<file path="config.mk">
export PLATFORM = sky130hd
export DESIGN_NAME = dcache_controller
export DESIGN_NICKNAME = d
export VERILOG_FILES = /design/src/rtl/dcache_controller.sv
export SDC_FILE = /design/constraint.sdc
export NUM_CORES = 1
export LEC_CHECK = 0
export CELL_PAD_IN_SITES_DETAIL_PLACEMENT = 1
export CELL_PAD_IN_SITES_GLOBAL_PLACEMENT = 1
export CORE_MARGIN = 2
export CORE_UTILIZATION = 40
export CTS_BUF_LIST = sky130_fd_sc_hd__clkbuf_8
export DETAILED_ROUTE_END_ITERATION = 16
export PLACE_DENSITY = 0.76
export SLEW_MARGIN = 10
export SYNTH_ARGS = -nofsm -noshare
export SYNTH_HDL_FRONTEND = slang
export SYNTH_SLANG_ARGS = --single-unit
export TNS_END_PERCENT = 5
</file>
<file path="constraint.sdc">
create_clock -name clock -period 3.3 [get_ports clock]
set_input_delay 0.66 -clock clock [delete_from_list [all_inputs] [get_ports clock]]
set_output_delay 0.66 -clock clock [all_outputs]
set_load 0.02 [all_outputs]
</file>
<file path="src/rtl/dcache_controller.sv">
// dcache_controller: direct-mapped, write-back, write-allocate data cache.
// 8 lines x 4 bytes; address = {tag[7:5], index[4:2], offset[1:0]}.
// Blocks move to/from memory as 4 sequential byte beats separated by BEAT_GAP idle cycles.
// Optional build macro DCACHE_STATS_EN adds saturating hit_count / miss_count outputs.
module dcache_controller #(
  parameter int unsigned BEAT_GAP = 1
) (
  input  logic        clock,
  input  logic        reset,
  input  logic        read,
  input  logic        write,
  input  logic [7:0]  address,
  input  logic [7:0]  writedata,
  output logic [7:0]  readdata,
  output logic        busywait,
  output logic        mem_read,
  output logic        mem_write,
  output logic [7:0]  mem_address,
  output logic [7:0]  mem_writedata,
  input  logic [7:0]  mem_readdata,
  input  logic        mem_busywait
`ifdef DCACHE_STATS_EN
  ,
  output logic [15:0] hit_count,
  output logic [15:0] miss_count
`endif
);

  typedef enum logic [1:0] {StIdle, StWriteback, StFetch, StUpdate} state_e;

  state_e     state_q, state_d;
  logic [1:0] beat_q, beat_d;
  logic [7:0] gap_q, gap_d;
  logic       strobe_q, strobe_d;
  logic [7:0] valid_q, dirty_q;
  logic [2:0] tag_q [8];
  logic [7:0] data_q [32];

  logic [2:0] tag, index;
  logic [1:0] offset;
  logic       req, hit, idle_hit, strobe_on, beat_done, last_beat;

  assign tag    = address[7:5];
  assign index  = address[4:2];
  assign offset = address[1:0];

  // read and write together is treated as no request at all
  assign req       = read ^ write;
  assign hit       = valid_q[index] && (tag_q[index] == tag);
  assign idle_hit  = (state_q == StIdle) && hit;
  assign strobe_on = ((state_q == StWriteback) || (state_q == StFetch)) && (gap_q == 8'd0);
  // a beat needs the strobe to have been seen by memory for at least one prior cycle
  assign beat_done = strobe_on && strobe_q && !mem_busywait;
  assign last_beat = (beat_q == 2'd3);

  // Next-state logic: miss dispatch, beat sequencing and inter-beat gaps
  always_comb begin
    state_d  = state_q;
    beat_d   = beat_q;
    gap_d    = (gap_q != 8'd0) ? gap_q - 8'd1 : 8'd0;
    strobe_d = strobe_on && !beat_done;
    unique case (state_q)
      StIdle: begin
        if (req && !hit) begin
          beat_d  = 2'd0;
          state_d = (valid_q[index] && dirty_q[index]) ? StWriteback : StFetch;
        end
      end
      StWriteback, StFetch: begin
        if (beat_done) begin
          beat_d = beat_q + 2'd1;
          gap_d  = 8'(BEAT_GAP);
          if (last_beat) begin
            state_d = (state_q == StWriteback) ? StFetch : StUpdate;
          end
        end
      end
      StUpdate: state_d = StIdle;
      default:  state_d = StIdle;
    endcase
  end

  // Control state and line metadata
  always_ff @(posedge clock or posedge reset) begin
    if (reset) begin
      state_q  <= StIdle;
      beat_q   <= 2'd0;
      gap_q    <= 8'd0;
      strobe_q <= 1'b0;
      valid_q  <= 8'd0;
      dirty_q  <= 8'd0;
      for (int i = 0; i < 8; i++) begin
        tag_q[i] <= 3'd0;
      end
    end else begin
      state_q  <= state_d;
      beat_q   <= beat_d;
      gap_q    <= gap_d;
      strobe_q <= strobe_d;
      // line is invalid while being refilled so an aborted fill never looks valid
      if ((state_q == StIdle) && req && !hit) begin
        valid_q[index] <= 1'b0;
      end
      if (idle_hit && write && !read) begin
        dirty_q[index] <= 1'b1;
      end
      if ((state_q == StWriteback) && beat_done && last_beat) begin
        dirty_q[index] <= 1'b0;
      end
      if (state_q == StUpdate) begin
        valid_q[index] <= 1'b1;
        tag_q[index]   <= tag;
      end
    end
  end

  // Data array: CPU write hits and fill beats
  always_ff @(posedge clock) begin
    if (idle_hit && write && !read) begin
      data_q[{index, offset}] <= writedata;
    end
    if ((state_q == StFetch) && beat_done) begin
      data_q[{index, beat_q}] <= mem_readdata;
    end
  end

  // Outputs; forced to zero while reset is asserted
  always_comb begin
    readdata      = 8'd0;
    busywait      = 1'b0;
    mem_read      = 1'b0;
    mem_write     = 1'b0;
    mem_address   = 8'd0;
    mem_writedata = 8'd0;
    if (!reset) begin
      busywait = req && !idle_hit;
      if (read && !write && idle_hit) begin
        readdata = data_q[{index, offset}];
      end
      if (strobe_on) begin
        if (state_q == StWriteback) begin
          mem_write     = 1'b1;
          mem_address   = {tag_q[index], index, beat_q};
          mem_writedata = data_q[{index, beat_q}];
        end else begin
          mem_read    = 1'b1;
          mem_address = {tag, index, beat_q};
        end
      end
    end
  end

`ifdef DCACHE_STATS_EN
  logic fill_done_q;

  // Count each request once at resolution; the hit right after a fill belongs to its miss
  always_ff @(posedge clock or posedge reset) begin
    if (reset) begin
      fill_done_q <= 1'b0;
      hit_count   <= 16'd0;
      miss_count  <= 16'd0;
    end else begin
      fill_done_q <= (state_q == StUpdate);
      if ((state_q == StIdle) && req) begin
        if (!hit) begin
          if (miss_count != 16'hFFFF) miss_count <= miss_count + 16'd1;
        end else if (!fill_done_q) begin
          if (hit_count != 16'hFFFF) hit_count <= hit_count + 16'd1;
        end
      end
    end
  end
`endif

endmodule

</file>
# Word level (Yosys, flattened, before mapping)
# Memories as Yosys holds them, arrays and structs flattened.
# Cells that the tools add are included.
dict set report totals {
  ff_bits 53
  inputBits 29
  memories 1
  out_inout_bits 27
  word_cells 121
  mem_bits_rw 256
}
# name words width read_ports rd_ports_with_merged_regs write_ports line
set mem_list {}
lappend mem_list {data_q 32 8 2 0 1 37} ;# logic [7:0] data_q [32];
dict set report classes {
  muxes 50
  bitwise_logic 7
  reduce_logical 35
  eq_ne 8
  n_lt_le_gt_ge 4
  n_addsub 2
}
# cell n
set op_table {}
lappend op_table {{$mux W8} 16}
lappend op_table {{$bwmux W24} 1}
lappend op_table {{$logic_and A1 B1 Y1} 20}
lappend op_table {{$and A8 B8 Y8} 2}
lappend op_table {{$mux W1} 16}
lappend op_table {{$or A8 B8 Y8} 2}
lappend op_table {{$mux W2} 6}
lappend op_table {{$bmux W3 S3} 1}
lappend op_table {{$demux W3 S3} 1}
lappend op_table {{$mux W3} 3}
lappend op_table {{$logic_not A8 Y1} 1}
lappend op_table {{$not A8 Y8} 1}
lappend op_table {{$reduce_bool A8 Y1} 1}
lappend op_table {{$reduce_or A8 Y1} 1}
lappend op_table {{$sub A8 B1 Y8 const B} 1}
lappend op_table {{$bmux W1 S3} 2}
lappend op_table {{$eq A2 B2 Y1 const B} 3}
lappend op_table {{$logic_not A1 Y1} 6}
lappend op_table {{$pmux W2 S3} 1}
lappend op_table {{$reduce_and A3 Y1} 2}
lappend op_table {{$mux W5} 1}
lappend op_table {{$ge A4 B4 Y1 const B} 1}
lappend op_table {{$lt A3 B4 Y1 const B} 1}
lappend op_table {{$lt A4 B1 Y1 const B} 1}
lappend op_table {{14 further kinds} 15}

# Depth between registers and ports, before layout
# Gate-level depths: netlist of run 1.
dict set report depth {
  depth_word 12
  depth_mapped 11
  depth_no_buf 8
}

# Worst setup path before layout of run 1
# OpenSTA, ideal clock, no wires.
dict set report synth_timing {
  path_type {in2out}
  start {input reset}
  end {output mem_address[5]}
  t_required_ps 2640
  slack_ps -299
  n_path_buf 0
  cell_stages 3
  arrival_ps 2939
  path_cell_list {inv_1 nand3_1 a211oi_1}
}
dict set report synth_between {
  elab_chain_cells 1
}
# item line
set synth_rtl {}
lappend synth_rtl {{from (decl)} 9} ;# input logic reset,
lappend synth_rtl {{$mux W8} 135} ;# if (!reset) begin
lappend synth_rtl {{to (decl)} 18} ;# output logic [7:0] mem_address,
# Every way passes these cells.

# Final worst setup path of run 1
dict set report layout_timing {
  start {register beat_q[0]}
  end {output mem_writedata[2]}
}
dict set report layout_between {
  elab_chain_cells 4
}
# item line
set layout_rtl {}
lappend layout_rtl {{from (decl)} 32} ;# logic [1:0] beat_q, beat_d;
lappend layout_rtl {{from (signal assigned)} 97} ;# beat_q <= beat_d;
lappend layout_rtl {{$mem_v2 Z32 W8} -}
lappend layout_rtl {{$mux W8} 141} ;# if (state_q == StWriteback) begin
lappend layout_rtl {{$mux W8} 140} ;# if (strobe_on) begin
lappend layout_rtl {{$mux W8} 135}
lappend layout_rtl {{to (decl)} 19} ;# output logic [7:0] mem_writedata,
# Every way passes these cells.

==> results of run 1 <==
==> how the worst max path moves through the flow <==
stage	from	endpoint	slack, ns	cells after the start
final	beat_q[0]	mem_writedata[2]	-0.17	7
after global routing	address[3]	readdata[3]	-0.23	12
after CTS	beat_q[0]	mem_writedata[1]	-0.24	6
after detailed placement	address[2]	readdata[1]	-0.96	10
after global placement	address[2]	readdata[3]	-0.90	10
after floorplan	address[4]	busywait	-0.07	8
==> power by group <==
group          internal [mW]  leakage (nW)  switching, mW
Combinational           1.59          3.27           1.58
Sequential              4.50          2.96          0.208
Clock                   1.54         0.547           1.58
==> cells in the mapped netlist (all sizes together) (9+ instances only) <==
| library cell | count | share of area, % |
|---|---|---|
| a21oi | 20 | 0.68 |
| a221oi | 12 | 0.71 |
| a22o | 9 | 0.53 |
| a22oi | 16 | 0.81 |
| a31oi | 22 | 0.97 |
| and3 | 15 | 0.63 |
| buf | 30 | 1.0 |
| clkbuf | 41 | 1.0 |
| dfrtp | 53 | 9.0 |
| edfxtp | 256 | 52 |
| ha | 9 | 0.76 |
| inv | 18 | 0.46 |
| mux2 | 29 | 2.2 |
| mux2i | 18 | 1.2 |
| mux4 | 129 | 20 |
| nand2 | 58 | 1.5 |
| nand3 | 10 | 0.34 |
| nor2 | 67 | 1.7 |
| nor3 | 18 | 0.61 |
| o21ai | 9 | 0.30 |
| o22ai | 24 | 1.0 |
==> flip-flops by register name (all words and copies together) (netlist names), named ones only <==
name / cells
gap_q: 8
valid_q: 1
strobe_q: 1
state_q: 2
beat_q: 2
tag_q: 24
dirty_q: 8
data_q: 256
==> timing repair <==
action,4_1_cts,5_1_grt
hold buffers,0,0
gates cloned,3,0
setup endpoints to repair,27,26
pin swaps,17,14
gates resized for setup,164,42
buffers inserted,8,11
==> metrics by stage <==
| stage | cell area, um^2 | setup TNS, ns | power (mW) | hold WS [ns] | setup WS [ns] |
|---|---|---|---|---|---|
| 5_1_grt | 18900 | -3.04 | 11.4 | 0.522 | -0.231 |
| 4_1_cts | 18700 | -2.90 | 10.9 | 0.515 | -0.236 |
| 2_1_floorplan | 14800 | -0.0733 | 6.43 | 0.471 | -0.0733 |
| 3_5_place_dp | 17400 | -115.31 | 7.60 | 0.501 | -0.960 |
| 3_3_place_gp | 17400 | -93.84 | 7.50 | 0.490 | -0.900 |
| 6_report | 18900 | -1.94 | 11.0 | 0.516 | -0.173 |
==> cell usage in the layout (no fill, tap or decap), drive strengths merged, types with 22 or more instances in the layout <==
| cell | instances |
|---|---|
| edfxtp | 256 |
| buf | 241 |
| mux4 | 129 |
| nor2 | 67 |
| nand2 | 58 |
| clkbuf | 57 |
| dfrtp | 53 |
| inv | 36 |
| mux2 | 29 |
| o22ai | 24 |
| clkdlybuf4s50 | 23 |
| a31oi | 22 |
==> logic make-up after synthesis <==
logic type	after synthesis	share of synthesized area, %
flops	309	60.9
simple gates	190	5.91
buf+inv	89	2.54
fa+ha+maj	9	0.760
xor+xnor	7	0.465
mux	176	23.0
compound gates	136	6.43
==> area by class of cell <==
type                       instances  area share, %
inverter                          18          0.377
multi-input combinational        518           30.7
clock buffer                      55           4.00
timing repair buffer             273           13.2
tap                              468           3.09
sequential                       309           47.7
clock inverter                    39          0.926
==> routing by layer <==
metal	GRT usage (%)	vias to the layer above	wire length, um
li1	-	4273	-
met1	30.1	5312	17400
met2	41.4	437	23700
met3	4.59	121	3070
met4	11.8	0	2230
met5	0	-	0
==> results.yml, run 1 <==
layout:
  multi_input_area_um2: 5810
  n_antenna_cell: 0
  postLayoutCoreUtil_pct: 51.8
  seq_area_um2: 9020
  syn2layout_area_growth_pct: 27.8
  drive_gt1_share_pct: 43.8
  fin_nets: 1210
  final_cells: 1680
  nFillCells: 3506
cts:
  cts_root_buf: "clkbuf_8"
  cts_buffers: 52
  cts_buffer_depth: 3
  clock_latency_ns: 0.61
  ctsHtreeMaxLevel: 2
  cts_sinks: 309
  clk_pin_slew_worst_paths_ns: 0.07
  cts_tree: "yes"
synthesis:
  async_flop_share_pct: 17.2
  synth_seq_area_share_pct: 60.9
  synth_nets: 954
  synth-seq-cells: 309
  synth_warnings: 0
  synth-edff-count: 256
  syn-instance-count: 916
  synth_flop_cell: "edfxtp_1"
  yosys.cell_types.count: 53
  syn_area_um2: 14800
  synth.avg_cell_area_um2: 16.2
global_routing:
  grt_pass1_vias: 10888
  grt-ovfl-total: 0
  grt_usage_pct: 24.3
  grt_pass1_wl_mm: 69.3
  grt_max_degree: 50
  antenna_found_initial: 0
hold_path:
  hold_class: "reg -> reg"
  hp-start: "tag_q[6]"
  hold-path-cell-count: 1
  min_to: "tag_q[6]"
timing:
  period_share_pct: 105
  setup_violations: 17
  finalWorstSetupSlack_ns: -0.173
  finalClockSkew_ns: 0.0263
  timing_hold_violations_final: 0
  slew_viol_final: 0
  worst_pin_slew_ns: 0.664
  min_period_ns: 3.47
  rsz0062_at_grt: "true"
  maxSlewHeadroom_pct: 55.8
  fmax_ghz: 0.288
placed_design:
  gp_congestion: 0.962
  post-dp-hpwl_mm: 31.3
  portBuffers: 55
  dp_cells: 1565
worst_setup_path:
  crit_family: "compound AO/OA/AOI/OAI gates"
  cp_slowest_cell: "mux4_2"
  required_ns: 2.64
  r2r-start: "state_q[0]"
  arrival_ns: 2.81
  critPathMaxStageDelay_ns: 0.58
  cp_cell_sequence: "buf_12, mux4_2, a22o_4, a221oi_4, a31oi_4, buf_4, buf_2"
  crit_fanout: 10
  cp_num_buf_inv: 3
  crit_type: "reg -> out"
  reg2reg_depth: 9
  r2r-end: "data_q[21][1]"
  startpoint_type: "flop"
  cp-end-kind: "primary output"
  ff2ff_setup_slack_ns: 0.34
routing:
  drt_pre_antenna_iters: 5
  post_drt_wl_per_cell_um: 27.6
  drt_iter0_drc: 1014
  drt_wl_total_mm: 46.4
  final_antenna_net_count: 0
  vias_per_cell: 6.04
  vias: 10143
  remaining_drc_errors: 0
power_and_ir_drop:
  p_leak_nw: 6.78
  peakVddDrop_mv: 0.296
  powerDensity_nw_per_um2: 582
die:
  num_io_pins: 56
  dieArea_um2: 38600
  coreArea_um2: 36500
  fp-row-count: 70
  initial_core_util_pct: 40.6
  dieWidth_um: 196
  die_h_um: 196
job:
  maxCapViolations: 0
outcome:
  status: "finished, violations left"
  violations: "negative setup slack"
Power figures use the tool's default switching activity.
==> run 2, diff against run 1 <==
- CORE_UTILIZATION: 40 -> 49
- PLACE_DENSITY: 0.76 -> 0.88
==> run 2 against run 1 <==
Setup slack got worse by 0.14 ns. Largest power group unchanged. Cell count fell by 5.7%. Critical endpoint is now mem_writedata[3]. Fmax fell by 3.9%. Non-clock buffer count fell by 16. Count of clock-buffer cells in the layout fell by 2. The run still ends with negative setup slack left. Clock power rose by 6%. Sequential share of layout area rose by 0.52 points. Via count rose by 5.8%. Largest cell class unchanged. Critical path depth did not move.
==> results.yml, run 2 (synthesized netlist as in run 1, its figures left out) <==
layout:
  postLayoutCoreUtil_pct: 63.0
  fin_nets: 1194
  reg_top3: "data_q: 256 flops, tag_q: 24 flops"
  largest_reg_flops: 256
  final_common_cell: "edfxtp_1"
  syn2layout_area_growth_pct: 26.4
  top_register: "data_q"
  design_area_um2: 18700
  n_antenna_cell: 0
  drive_gt1_share_pct: 43.7
  final_cells: 1584
  final_cell_mix: "edfxtp_1, buf_4, mux4_2, nor2_1, nand2_1"
routing:
  drt_iter0_drc: 1216
  post_drt_wl_per_cell_um: 32.5
  drt_pre_antenna_iters: 5
  vias_per_cell: 6.77
  drt_wl_total_mm: 51.5
  final_antenna_net_count: 0
  vias: 10731
  remaining_drc_errors: 0
power_and_ir_drop:
  p_int_mw: 7.72
  p_leak_nw: 6.69
  p_sw_share_pct: 31.6
  clock_power_share_pct: 29.4
  pwr-share-seq_pct: 42.3
  peakVddDrop_mv: 0.342
  p_comb_share_pct: 28.3
  powerDensity_nw_per_um2: 602
  switching_power_mw: 3.56
die:
  dieArea_um2: 31600
  dieWidth_um: 178
  num_io_pins: 56
  coreArea_um2: 29700
  die_h_um: 178
  initial_core_util_pct: 49.8
  fp-row-count: 63
global_routing:
  grtUsageMet2_pct: 54.6
  grt_max_degree: 39
  grt_pass1_wl_mm: 74.1
  grtUsageMet3_pct: 5.42
  top_usage_layer: "met2"
  grt_usage_pct: 32.3
  grt_pass1_vias: 11444
  antenna_found_initial: 0
  grt-ovfl-total: 0
  grt_use_met1_pct: 39.6
timing:
  period_share_pct: 109
  timing_hold_violations_final: 0
  min_period_ns: 3.61
  maxSlewHeadroom_pct: 55.1
  rsz0062_at_grt: "true"
  finalClockSkew_ns: 0.0327
  finalWorstSetupSlack_ns: -0.313
  worst_pin_slew_ns: 0.673
  slew_viol_final: 0
  tns_ns: -2.23
  fmax_ghz: 0.277
  setup_violations: 17
worst_setup_path:
  arrival_ns: 2.95
  cp-end-kind: "primary output"
  startpoint_type: "flop"
  crit_type: "reg -> out"
  required_ns: 2.64
  crit_fanout: 7
cts:
  cts_root_buf: "clkbuf_8"
  cts_tree: "yes"
  cts_buffers: 52
  cts_buffer_depth: 3
  ctsHtreeMaxLevel: 2
  cts_hold_buf: 0
  clock_latency_ns: 0.62
  clk_pin_slew_worst_paths_ns: 0.07
  cts_sinks: 309
job:
  maxCapViolations: 0
placed_design:
  post_dp_cell_area_um2: 17200
  portBuffers: 55
  dp_cells: 1479
  gp_congestion: 0.952
  post-dp-hpwl_mm: 33.1
hold_path:
  hold_class: "reg -> reg"
outcome:
  status: "finished, violations left"
  violations: "negative setup slack"
[run 2: cell count changes in the layout (fill, tap and decap cells not counted), moves of 6 or more]
cell / before / now
buf_2: 10 / 3
buf_4: 188 / 177
clkinv_2: 5 / 11
o22ai_1: 23 / 17
inv_1: 35 / 24
o22ai_2: 1 / 7
[run 2: area by class of cell]
type / count / area, um^2
clock buffers: 53 / 729
fillers: 2662 / 11000
clock inverters: 39 / 228
flip-flops and latches: 309 / 9020
repair buffers: 257 / 2390
multi-input cells: 518 / 5790
well taps: 390 / 488
inverters: 18 / 71.3
[run 2: critical path: stages, from the launching register on]
cell and delay, ns:
dfrtp_4 0.55, buf_12 0.16, buf_8 0.10, mux4_2 0.53
a22o_1 0.28, a221oi_2 0.30, a31oi_2 0.20, buf_4 0.21
[run 2: per-stage QoR]
stage	hold WS, ns	worst slack (ns)	power, mW
global route	0.527	-0.329	11.6
finish	0.515	-0.313	11.3
floorplan	0.471	-0.0733	6.43
detailed placement	0.498	-1.11	7.52
global placement	0.496	-0.897	7.37
CTS	0.512	-0.223	11.0
[run 2: what timing repair did]
item	in CTS	in global routing
endpoints found under the setup margin	27	40
gates resized for setup	145	63
hold endpoints to repair	0	0
buffers inserted	6	6
pin swaps	13	13
cloned	1	1
[run 2: final timing paths]
path	startpoint	to	slack (ns)	cells after the start
worst min register to register	tag_q[10]	tag_q[10]	0.52	1
max in group asynchronous	reset	tag_q[20]	2.07	4
min in group asynchronous	reset	beat_q[1]	0.72	4
worst max register to register	state_q[0]	data_q[0][3]	0.13	9
worst min-delay path	tag_q[10]	tag_q[10]	0.52	1
worst max-delay path	beat_q[0]	mem_writedata[3]	-0.31	7
[run 2: per-layer routing]
layer | share of wire, % | up-vias
li1 | - | 4233
met5 | 0 | -
met4 | 6.3 | 0
met1 | 35 | 5559
met3 | 8.7 | 209
met2 | 50 | 730
[run 2: power groups by stage]
stage / logic [mW] / clock network, mW / registers, mW
global placement: 2.56 / 0 / 4.80
global route: 3.34 / 3.50 / 4.79
detailed placement: 2.70 / 0 / 4.82
CTS: 2.94 / 3.31 / 4.75
floorplan: 1.74 / 0 / 4.69
finish: 3.19 / 3.31 / 4.77
==> variant: new RTL, flow settings as in run 2 <==
Add a define of `DCACHE_STATS_EN`.
--- a/src/rtl/dcache_controller.sv
+++ b/src/rtl/dcache_controller.sv
@@ -2,6 +2,8 @@
 // 8 lines x 4 bytes; address = {tag[7:5], index[4:2], offset[1:0]}.
 // Blocks move to/from memory as 4 sequential byte beats separated by BEAT_GAP idle cycles.
 // Optional build macro DCACHE_STATS_EN adds saturating hit_count / miss_count outputs.
+`define DCACHE_STATS_EN
+
 module dcache_controller #(
   parameter int unsigned BEAT_GAP = 1
 ) (
Formal check against the unedited RTL (old outputs only; new: hit_count and miss_count): equivalent (equiv_simple and equiv_induct, registers matched by name and starting in step).
==> variant against run 2 <==
The flow still finishes with violations (setup timing). Sequential power increased by 9.6%. First-iteration DRC count increased by 33%. Clock skew decreased by 1.5 ps. Worst setup slack got worse by 56 ps. Total power increased by 3.7%. Combinational power decreased by 9.1%. Count of clock-buffer cells in the layout increased by 8. Sequential cell count increased by 33. Design area increased by 11%. Area after synthesis increased by 10%. Hold slack got worse by 18 ps. Routed wire length increased by 20%. Register-to-register slack got worse by 330 ps. Highest routed layer unchanged.
==> variant: results (changes against run 2) <==
----------------------------------------------------
[Place]
  Final Wtd Congestion ... 0.898 (was 0.952)
  Count of input and output buffers ... 87 (was 55)
  Total cell area at the placement stage ... 0.0191 sq mm (was 0.0172 sq mm)
  Hpwl dp ... 36.9 mm (was 33.1 mm)
  Cell total after placement ... 1,656 (was 1,479)
  Worst-case setup slack after placement ... -1150 ps (was -1110 ps)

[Yosys]
  Number of distinct standard cells referenced by the synthesized netlist ... 63 (was 53)
  Fraction of the yosys area taken by sequential cells ... 60.4% (was 60.9%)
  Ys async rst share ... 25.1% (was 17.2%)
  Synth Flop Type ... edfxtp_1 (unchanged)
  Cell types occupying the most area after synthesis ... edfxtp_1, mux4_2, dfrtp_1 (unchanged)
  Number of nets in the synthesized netlist ... 1,053 (was 954)
  Instance count of the mapped netlist ... 1,013 (was 916)
  Most instantiated cells after synthesis ... edfxtp_1, mux4_2, dfrtp_1 (was edfxtp_1, mux4_2, nor2_1)

[GRT]
  Pin count of the biggest net entering global routing ... 73 (was 39)
  Number of global-route vias before repair ... 12,800 (was 11,400)
  Global-route wire length before repair ... 87.1 mm (was 74.1 mm)
  Global routing usage summed across all routing layers ... 34.2% (was 32.3%)

[Cells and area]
  Final Non-Filler Cells ... 1,762 (was 1,584)
  Fraction of final layout cells with drive strength greater than 1 ... 41.1% (was 43.7%)
  Layout net count ... 1,321 (was 1,194)

[STA]
  Max transition margin ... 37.0% (was 55.1%)
  Total count of hold-check failures in the final report ... 0 (unchanged)
  Final worst clock skew ... 31.2 ps (was 32.7 ps)
  Post-route setup TNS ... -17,310 ps (was -2230 ps)
  Final setup vio count ... 156 (was 17)
  Post-route setup slack ... -369 ps (was -313 ps)

[Route]
  Initial DRC Count ... 1,614 (was 1,216)
  Routed vias ... 12,100 (was 10,700)
  Average detailed-routed wire length per instance ... 34.9 um (was 32.5 um)

[Worst setup path]
  Maximum fanout along the worst path ... 26 (was 7)
  Cell type of the slowest stage on the worst timing path ... nor3_1 (was dfrtp_4)
  CP Data Arrival Time ... 3010 ps (was 2950 ps)
  Longest individual stage delay on the worst path ... 400 ps (was 550 ps)
  Gate family responsible for the most delay along the worst path ... buffers and inverters (was compound AO/OA/AOI/OAI gates)

[Clock network]
  Clock latency on the worst-skew pair ... 640 ps (was 620 ps)
  CTS Buf Count ... 56 (was 52)

[Power and ir drop]
  Switching part of the total ... 31.5% (was 31.6%)
  Leakage power figure ... 7.48 nW (was 6.69 nW)
  Peak ir drop on the vdd network ... 0.421 mV (was 0.342 mV)

[Min path]
  Worst hold path type ... reg -> reg (unchanged)

[Outcome]
  Status ... complete, but fails checks (unchanged)
  Failing checks ... setup timing (unchanged)

----------------------------------------------------
## variant: cells by family after synthesis
family                     synth area share [%]
AOI/OAI and AO/OA                          5.74
muxes                                      21.5
buffers and inverters                      2.23
DFF                                        60.4
xor gates and xnor gates                   1.93
and+or+nand+nor                            7.36
adders and majority gates                 0.845
## variant: power by group through the flow
stage / logic, mW / registers [mW] / clock network [mW]
5_1_grt: 3.02 / 5.25 / 3.72
4_1_cts: 2.70 / 5.21 / 3.55
3_3_place_gp: 2.40 / 5.25 / 0
6_report: 2.90 / 5.23 / 3.56
3_5_place_dp: 2.51 / 5.27 / 0
2_1_floorplan: 1.50 / 5.20 / 0
## variant: final timing paths
kind | from | endpoint | slack [ps] | depth (start not counted)
max in group asynchronous | reset | beat_q[0] | 1660 | 3
worst min-delay path | hit_count[7] | hit_count[7] | 500 | 1
worst max-delay path | address[2] | readdata[0] | -370 | 12
worst max register to register | gap_q[5] | data_q[23][5] | -200 | 10
worst min register to register | hit_count[7] | hit_count[7] | 500 | 1
min in group asynchronous | reset | async pin | 740 | 4
## variant: what timing repair did
action	in CTS	in global routing
pin swaps	8	13
endpoints found under the setup margin	507	534
gates cloned	3	0
endpoints found under the hold margin	0	0
buffers inserted	2	4
gates resized for setup	227	67
## variant: cell type report
cell class,instances,area [sq um]
clock buffers,61,840
clock inverters,36,164
fillers,2933,11900
inverters,16,66.3
multi-input cells,591,6600
flip-flops and latches,342,9840
well taps,442,553
repair buffers,274,2690
## variant: routing by layer
metal  global-route usage (%)  wire length [um]  part of all wire (%)
met3                     7.75              5910                   9.6
met4                     20.3              5030                   8.2
met2                     57.5             30100                    49
met1                     40.3             20500                    33
met5                    0.687                 0                     0
